`config.mk`:
```
export PLATFORM = sky130hd
export DESIGN_NAME = mc_ctrl
export DESIGN_NICKNAME = d
export VERILOG_FILES = /design/src/rtl/mc_ctrl_pkg.sv /design/src/rtl/mc_ctrl_decode.sv /design/src/rtl/mc_ctrl.sv
export SDC_FILE = /design/constraint.sdc
export NUM_CORES = 1
export LEC_CHECK = 0
export ABC_AREA = 1
export CAP_MARGIN = 20
export CORE_AREA = 2 2 47 49
export CTS_BUF_LIST = sky130_fd_sc_hd__clkbuf_2
export CTS_CLUSTER_SIZE = 30
export DETAILED_ROUTE_END_ITERATION = 12
export DIE_AREA = 0 0 49 51
export PLACE_DENSITY = 0.87
export SYNTH_ARGS = -nofsm -noshare
export SYNTH_HDL_FRONTEND = slang
export SYNTH_HIERARCHICAL = 1
export SYNTH_SLANG_ARGS = --single-unit
```
`constraint.sdc`:
```
create_clock -name clk -period 1.07 [get_ports clk]
set_input_delay 0.107 -clock clk [delete_from_list [all_inputs] [get_ports clk]]
set_output_delay 0.107 -clock clk [all_outputs]
set_load 0.01 [all_outputs]
```
`src/rtl/mc_ctrl_pkg.sv`:
```
// mc_ctrl shared types: FSM states, opcode/funct constants and the
// control vector bundle driven by mc_ctrl_decode.
package mc_ctrl_pkg;

  typedef enum logic [3:0] {
    S_FETCH,
    S_DECODE,
    S_EXEC_R,
    S_WB_R,
    S_ADDR,
    S_MEM_RD,
    S_WB_LD,
    S_MEM_WR,
    S_BRANCH,
    S_JUMP,
    S_JR,
    S_HALT
  } state_t;

  localparam logic [5:0] OP_RTYPE = 6'b000000;
  localparam logic [5:0] OP_LW    = 6'b100011;
  localparam logic [5:0] OP_SW    = 6'b101011;
  localparam logic [5:0] OP_BEQ   = 6'b000100;
  localparam logic [5:0] OP_J     = 6'b000010;
  localparam logic [5:0] OP_JAL   = 6'b000011;
  localparam logic [5:0] F_JR     = 6'b001000;

  typedef struct packed {
    logic       pc_write;
    logic       pc_write_cond;
    logic [1:0] pc_src;
    logic       i_or_d;
    logic       mem_read;
    logic       mem_write;
    logic       ir_write;
    logic       reg_write;
    logic [1:0] reg_dst;
    logic [1:0] mem_to_reg;
    logic       alu_src_a;
    logic [1:0] alu_src_b;
    logic [1:0] alu_op;
    logic       retire;
  } ctrl_t;

  function automatic logic op_known(input logic [5:0] op);
    return op inside {OP_RTYPE, OP_LW, OP_SW, OP_BEQ, OP_J, OP_JAL};
  endfunction

endpackage

```
`src/rtl/mc_ctrl_decode.sv`:
```
// State -> control vector for mc_ctrl (combinational).
// Ports: state, opcode, mem_ready in; ctrl out. Macro: MC_ILLEGAL_TRAP_EN.
module mc_ctrl_decode
  import mc_ctrl_pkg::*;
(
  input  state_t     state,
  input  logic [5:0] opcode,
  input  logic       mem_ready,
  output ctrl_t      ctrl
);

  always_comb begin
    ctrl = '0;
    unique case (state)
      S_FETCH: begin
        ctrl.mem_read  = 1'b1;
        ctrl.alu_src_b = 2'b01;
        ctrl.ir_write  = mem_ready;
        ctrl.pc_write  = mem_ready;
      end
      S_DECODE: begin
        ctrl.alu_src_b = 2'b11;
`ifndef MC_ILLEGAL_TRAP_EN
        // unknown opcode retires here as a NOP
        ctrl.retire    = !op_known(opcode);
`endif
      end
      S_EXEC_R: begin
        ctrl.alu_src_a = 1'b1;
        ctrl.alu_op    = 2'b10;
      end
      S_WB_R: begin
        ctrl.reg_write = 1'b1;
        ctrl.reg_dst   = 2'b01;
        ctrl.retire    = 1'b1;
      end
      S_ADDR: begin
        ctrl.alu_src_a = 1'b1;
        ctrl.alu_src_b = 2'b10;
      end
      S_MEM_RD: begin
        ctrl.mem_read = 1'b1;
        ctrl.i_or_d   = 1'b1;
      end
      S_WB_LD: begin
        ctrl.reg_write  = 1'b1;
        ctrl.mem_to_reg = 2'b01;
        ctrl.retire     = 1'b1;
      end
      S_MEM_WR: begin
        ctrl.mem_write = 1'b1;
        ctrl.i_or_d    = 1'b1;
        ctrl.retire    = mem_ready;
      end
      S_BRANCH: begin
        ctrl.alu_src_a     = 1'b1;
        ctrl.alu_op        = 2'b01;
        ctrl.pc_write_cond = 1'b1;
        ctrl.pc_src        = 2'b01;
        ctrl.retire        = 1'b1;
      end
      S_JUMP: begin
        ctrl.pc_write = 1'b1;
        ctrl.pc_src   = 2'b10;
        ctrl.retire   = 1'b1;
        if (opcode == OP_JAL) begin
          ctrl.reg_write  = 1'b1;
          ctrl.reg_dst    = 2'b10;
          ctrl.mem_to_reg = 2'b10;
        end
      end
      S_JR: begin
        ctrl.pc_write = 1'b1;
        ctrl.pc_src   = 2'b11;
        ctrl.retire   = 1'b1;
      end
      default: ctrl = '0;
    endcase
  end

endmodule

```
`src/rtl/mc_ctrl.sv`:
```
// Multi-cycle MIPS control FSM: state register + next-state logic.
// Ports: clk, rst_n, opcode, funct, zero, mem_ready in; datapath
// enables/selects, retire, illegal out. Macro: MC_ILLEGAL_TRAP_EN.
module mc_ctrl
  import mc_ctrl_pkg::*;
#(
  parameter int RA_IDX = 31
) (
  input  logic       clk,
  input  logic       rst_n,
  input  logic [5:0] opcode,
  input  logic [5:0] funct,
  input  logic       zero,
  input  logic       mem_ready,
  output logic       pc_write,
  output logic       pc_write_cond,
  output logic [1:0] pc_src,
  output logic       i_or_d,
  output logic       mem_read,
  output logic       mem_write,
  output logic       ir_write,
  output logic       reg_write,
  output logic [1:0] reg_dst,
  output logic [1:0] mem_to_reg,
  output logic       alu_src_a,
  output logic [1:0] alu_src_b,
  output logic [1:0] alu_op,
  output logic       retire,
  output logic       illegal
);

  if (RA_IDX < 0 || RA_IDX > 31) begin : g_bad_ra
    $error("RA_IDX must be a 5-bit register index");
  end

  // zero qualifies pc_write_cond in the datapath, not here
  logic unused_zero;
  assign unused_zero = zero;

  state_t state;
  ctrl_t  ctrl;

`ifdef MC_ILLEGAL_TRAP_EN
  logic illegal_q;
  assign illegal = illegal_q;
`else
  assign illegal = 1'b0;
`endif

  always_ff @(posedge clk or negedge rst_n) begin
    if (!rst_n) begin
      state <= S_FETCH;
`ifdef MC_ILLEGAL_TRAP_EN
      illegal_q <= 1'b0;
`endif
    end else begin
      unique case (state)
        S_FETCH:  if (mem_ready) state <= S_DECODE;
        S_DECODE: begin
          case (opcode)
            OP_RTYPE:
              state <= (funct == F_JR) ? S_JR : S_EXEC_R;
            OP_LW, OP_SW: state <= S_ADDR;
            OP_BEQ:       state <= S_BRANCH;
            OP_J, OP_JAL: state <= S_JUMP;
            default: begin
`ifdef MC_ILLEGAL_TRAP_EN
              state     <= S_HALT;
              illegal_q <= 1'b1;
`else
              state <= S_FETCH;
`endif
            end
          endcase
        end
        S_EXEC_R: state <= S_WB_R;
        S_ADDR:
          state <= (opcode == OP_LW) ? S_MEM_RD : S_MEM_WR;
        S_MEM_RD: if (mem_ready) state <= S_WB_LD;
        S_MEM_WR: if (mem_ready) state <= S_FETCH;
        S_HALT:   state <= S_HALT;
        default:  state <= S_FETCH;
      endcase
    end
  end

  mc_ctrl_decode u_decode (
    .state     (state),
    .opcode    (opcode),
    .mem_ready (mem_ready),
    .ctrl      (ctrl)
  );

  assign pc_write      = ctrl.pc_write;
  assign pc_write_cond = ctrl.pc_write_cond;
  assign pc_src        = ctrl.pc_src;
  assign i_or_d        = ctrl.i_or_d;
  assign mem_read      = ctrl.mem_read;
  assign mem_write     = ctrl.mem_write;
  assign ir_write      = ctrl.ir_write;
  assign reg_write     = ctrl.reg_write;
  assign reg_dst       = ctrl.reg_dst;
  assign mem_to_reg    = ctrl.mem_to_reg;
  assign alu_src_a     = ctrl.alu_src_a;
  assign alu_src_b     = ctrl.alu_src_b;
  assign alu_op        = ctrl.alu_op;
  assign retire        = ctrl.retire;

endmodule

```
## Yosys cells after proc, flatten, opt, wreduce, memory -nomap -nowiden

Cells that the tools add are included.

| storage, ports and cells | value |
|---|---|
| register bits | 4 |
| latch bits | 0 |
| memory bits (writable) | 0 |
| ROM bits | 0 |
| memories | 0 |

| operators by class | value |
|---|---|
| $add $sub $neg | 0 |
| multipliers | 0 |
| div/mod/pow operators | 0 |
| $lt $le $gt $ge | 0 |
| eq/ne operators | 20 |
| shifts and indexed selects | 0 |
| multiplexer cells | 22 |
| bitwise operators | 0 |
| reduce and logical (&&, ||, !) cells | 13 |

Operators with widths:

| kind | count |
|---|---|
| $pmux W4 S7 | 1 |
| $eq A4 B3 Y1 const B | 4 |
| $eq A4 B4 Y1 const B | 4 |
| $mux W4 | 4 |
| $pmux W4 S4 | 1 |
| $eq A6 B2 Y1 const B | 2 |
| $eq A6 B6 Y1 const B | 2 |
| $pmux W2 S2 | 3 |
| $pmux W2 S3 | 2 |
| $reduce_or A2 Y1 | 6 |
| $eq A4 B2 Y1 const B | 2 |
| $eq A6 B3 Y1 const B | 1 |
| $eq A6 B4 Y1 const B | 1 |
| $logic_not A6 Y1 | 1 |
| $mux W1 | 6 |
| $ne A2 B2 Y1 const B | 3 |
| $reduce_bool A6 Y1 | 1 |
| $mux W5 | 1 |
| $reduce_or A5 Y1 | 1 |
| $eq A4 B1 Y1 const B | 1 |
| $logic_not A4 Y1 | 1 |
| $pmux W1 S2 | 2 |
| $pmux W1 S3 | 1 |
| $reduce_and A3 Y1 | 1 |
| 3 further kinds | 3 |

## Logic depth before layout (Yosys ltp)

| depth | value |
|---|---|
| depth in word-level cells | 4 |
| gate-level depth with buffers | 8 |

## Cells and area by module

Netlist, hierarchy kept.

Modules (own cells, without submodules):

| module | times used | cells each | area an instance (um^2) | seq. area each (um^2) |
|---|---|---|---|---|
| mc_ctrl | 1 | 79 | 430.4 | 100.1 |
| mc_ctrl_decode | 1 | 63 | 262.8 | 0.0 |

## Worst setup path after synthesis

Ideal clock, no wire load.

| timing path | value |
|---|---|
| path kind | register -> output |
| start | register state[1] |
| end | output pc_write |
| arrival | 1,054 ps |
| data required time | 963 ps |
| slack | -91 ps |
| stages on the path, launching flop included | 4 |
| buffers on the path | 0 |
| cell sequence | dfrtp_1 > nor2_1 > nand2_1 > o22ai_1 |

| between the ends | value |
|---|---|
| longest elaborated chain between the ends | 3 |
| elaborated cells between the ends (all ways) | 5 |
| those cells by class | 2 x eq/ne; 1 x mux; 2 x reduce/logical |

RTL lines:

| item | RTL line | source |
|---|---|---|
| start, declared | mc_ctrl.sv:40 | `state_t state;` |
| start signal, assigned | mc_ctrl.sv:62 | `state <= (funct == F_JR) ? S_JR : S_EXEC_R;` |
| start signal, assigned | mc_ctrl.sv:78 | `state <= (opcode == OP_LW) ? S_MEM_RD : S_MEM_WR;` |
| $eq A4 B4 Y1 | mc_ctrl_decode.sv:14 | `unique case (state)` |
| $reduce_or A2 Y1 (no line) | - |  |
| $pmux W1 S2 * | mc_ctrl_decode.sv:14 |  |
| end, declared | mc_ctrl.sv:15 | `output logic pc_write,` |

Mark *: on every way between the ends. The rest lies on a longest branch, timed or not.

## Final worst setup path

| timing path | value |
|---|---|
| start | register state[0] |
| end | output pc_write |

The elaborated chain is that of the path after synthesis.

==> impl_metrics.env <==
export IMPL_fmax_mhz=709
export IMPL_p_per_area_nw_per_um2=2120
export IMPL_area_growth_pct=98.7
export IMPL_top_regs="state x4"
export IMPL_synth_top_family_by_area="simple AND/OR/NAND/NOR gates"
export IMPL_dr_pass1_iters=4
export IMPL_ir_drop_uv=1050
export IMPL_synth_xor_area_share_pct=0
export IMPL_dpl_hpwl_um=1680
export IMPL_yosys_warnings=6
export IMPL_leakage_nw=0.783
export IMPL_wire_per_inst_um=9.93
export IMPL_clk_pin_slew_worst_paths_ns=0.05
export IMPL_core_area_um2=2060
export IMPL_synthSimpleGateAreaFrac_pct=61.0
export IMPL_hold_path_class="in -> async"
export IMPL_synth_compound_area_share_pct=6.14
export IMPL_start_util_pct=33.6
export IMPL_synth_seq_cells=4
export IMPL_critical_path_required_ns=0.96
export IMPL_clockRootBuffer="clkbuf_2"
export IMPL_violations="setup timing"
export IMPL_arrival_ns=1.30
export IMPL_crit_path_end_kind="output port"
export IMPL_via_count=1076
export IMPL_cts_tree="yes"
export IMPL_die_w_um=49
export IMPL_muxShareOfSynthArea_pct=0
export IMPL_routabilityCongestion=0.816
export IMPL_nets=225
export IMPL_grt_antenna_before_repair=0
export IMPL_top_register="state"
export IMPL_synth_area_per_cell_um2=4.88
export IMPL_vias_per_cell=4.58
export IMPL_syn_inst=142
export IMPL_min_period_ns=1.41
export IMPL_ys_types=16
export IMPL_syn_num_nets=158
export IMPL_dpl_cell_count=225
export IMPL_startpoint_type="flip-flop"
export IMPL_htree_levels=1
export IMPL_drc=0
export IMPL_stdcell_count=235
export IMPL_yosysTopAreaCell="nand2_1"
export IMPL_synthAdderAreaFrac_pct=0
export IMPL_num_rows=17
export IMPL_drtIter0Drc=22
export IMPL_grt_max_degree=7
export IMPL_cts_sinks=4
export IMPL_port_buffer_count=33
export IMPL_clock_skew_ns=0.00414
export IMPL_drive_above_1_share_pct=45.9
export IMPL_reg2reg_to="state[2]"
export IMPL_finalWirelength_um=2330
export IMPL_cp_max_fo=4
export IMPL_setup_viol=23
export IMPL_slew_violations=0
export IMPL_clkLatencyLatePin_ns=0.21
export IMPL_status="complete, but fails checks"
export IMPL_die_h_um=51
export IMPL_setup_ws_ns=-0.340
export IMPL_path_class="reg -> out"
export IMPL_numCtsBuffers=3
export IMPL_tns_ns=-6.08
export IMPL_yosysSeqAreaShare_pct=14.4
export IMPL_synthTopCellsByArea="nand2_1 23%, nor2_1 17%, inv_1 16%, dfrtp_1 14%, nand3_1 10%"
export IMPL_grt_pass1_vias=1041
export IMPL_cap_violations=0
export IMPL_fin_util_pct=66.8
export IMPL_io_pins=36
export IMPL_r2r_worst_path_cells=7
export IMPL_largest_register_ffs=4
export IMPL_syn_area_um2=693
export IMPL_antenna_cells=0
export IMPL_grt_use_total_pct=19.8
export IMPL_overflow=0
export IMPL_grt_pass1_wl_um=4050
export IMPL_rsz0062_at_grt="yes"
export IMPL_clock_tree_buffer_depth=2
export IMPL_regToRegSetupSlack_ns=-0.32
export IMPL_r2r_start="state[1]"
export IMPL_fin_crit_sh_pct=132
export IMPL_synth_top_area_share_pct=23.3
export IMPL_hold_viol=0
export IMPL_drtAntennaViolNets=0
export IMPL_die_area_um2=2500
## cell families (layout without fill, tap and decap cells)
group,count (synthesis),after routing
flops,4,4
compound gates,7,7
other cells,1,1
buf+inv,31,96
simple gates,99,99
## how the worst max path moves through the flow
stage              start       endpoint  slack, ns  cells after the start
6_report        state[0]       pc_write      -0.34                      5
5_1_grt         state[0]       pc_write      -0.43                      5
4_1_cts         state[2]         retire      -0.32                      6
3_5_place_dp   opcode[0]      reg_write      -0.62                      4
3_3_place_gp   opcode[0]      reg_write      -0.60                      4
2_1_floorplan   state[3]  mem_to_reg[1]      -0.02                      4
## metrics by stage
stage / cell area, um2 / hold WS [ns] / setup slack [ns] / power, mW
after CTS: 1290 / 0.0945 / -0.316 / 2.64
after detailed placement: 1230 / 0.318 / -0.620 / 2.35
after global placement: 1230 / 0.312 / -0.599 / 2.31
after floorplan: 701 / -0.189 / -0.0242 / 1.33
after global routing: 1380 / 0.0946 / -0.432 / 3.19
final: 1380 / 0.0934 / -0.340 / 2.93
## per-layer routing
metal | part of all wire [%] | vias to the layer above | global-route usage (%)
met2 | 56 | 29 | 41.8
met3 | 3.6 | 4 | 2.63
met1 | 38 | 485 | 18.7
li1 | - | 558 | -
met5 | 0 | - | 0
met4 | 2.3 | 0 | 9.05
## final cells by class
class / count / area (um2)
well taps: 28 / 35.0
clock buffers: 3 / 15.0
fillers: 172 / 686
repair buffers: 64 / 522
inverters: 29 / 111
flip-flops and latches: 4 / 105
multi-input cells: 107 / 589
## cells in the final DEF (no fill, tap or decap)
cell type	Yosys	final
o21ai_2	1	2
buf_2	0	14
nand3_1	14	11
clkdlybuf4s50_1	0	14
o21ai_1	0	1
o21ai_0	4	2
inv_2	0	8
inv_1	29	20
nand2_1	43	33
dfrtp_2	0	4
nor2_2	2	2
buf_6	0	11
inv_4	0	1
conb_1	1	1
o22ai_2	0	1
buf_4	2	25
o21a_1	1	1
nor2_1	31	24
nor2_4	2	9
nand4_1	3	3
nand2_4	0	1
nor3_1	3	2
clkbuf_2	0	3
nand2_2	1	10
nand3_4	0	1
nand3_2	0	2
nor3_2	0	1
## critical path: stages, from the launching register on
cell and delay, ns:
dfrtp_2 0.44, buf_6 0.14, nor2_4 0.16, nand2_2 0.09, o22ai_2 0.13, buf_2 0.14
## Yosys cell counts, drive strengths merged
library cell,instances
buf,2
conb,1
dfrtp,4
inv,29
nand2,44
nand3,14
nand4,3
nor2,35
nor3,3
o21a,1
o21ai,5
o22ai,1
## where the power goes
part / internal [mW] / total [mW] / switching, mW
clock: 0.0755 / 0.140 / 0.0645
combinational: 1.12 / 2.44 / 1.32
sequential: 0.222 / 0.349 / 0.127
total: 1.42 / 2.93 / 1.51
## what timing repair did
action / 4_1_cts / 5_1_grt
setup endpoints to repair: 23 / 23
resized for setup: 109 / 19
setup buffers: 5 / 2
hold buffers: 0 / 0
pin swaps: 18 / 14
(Power assumes the default switching activity.)
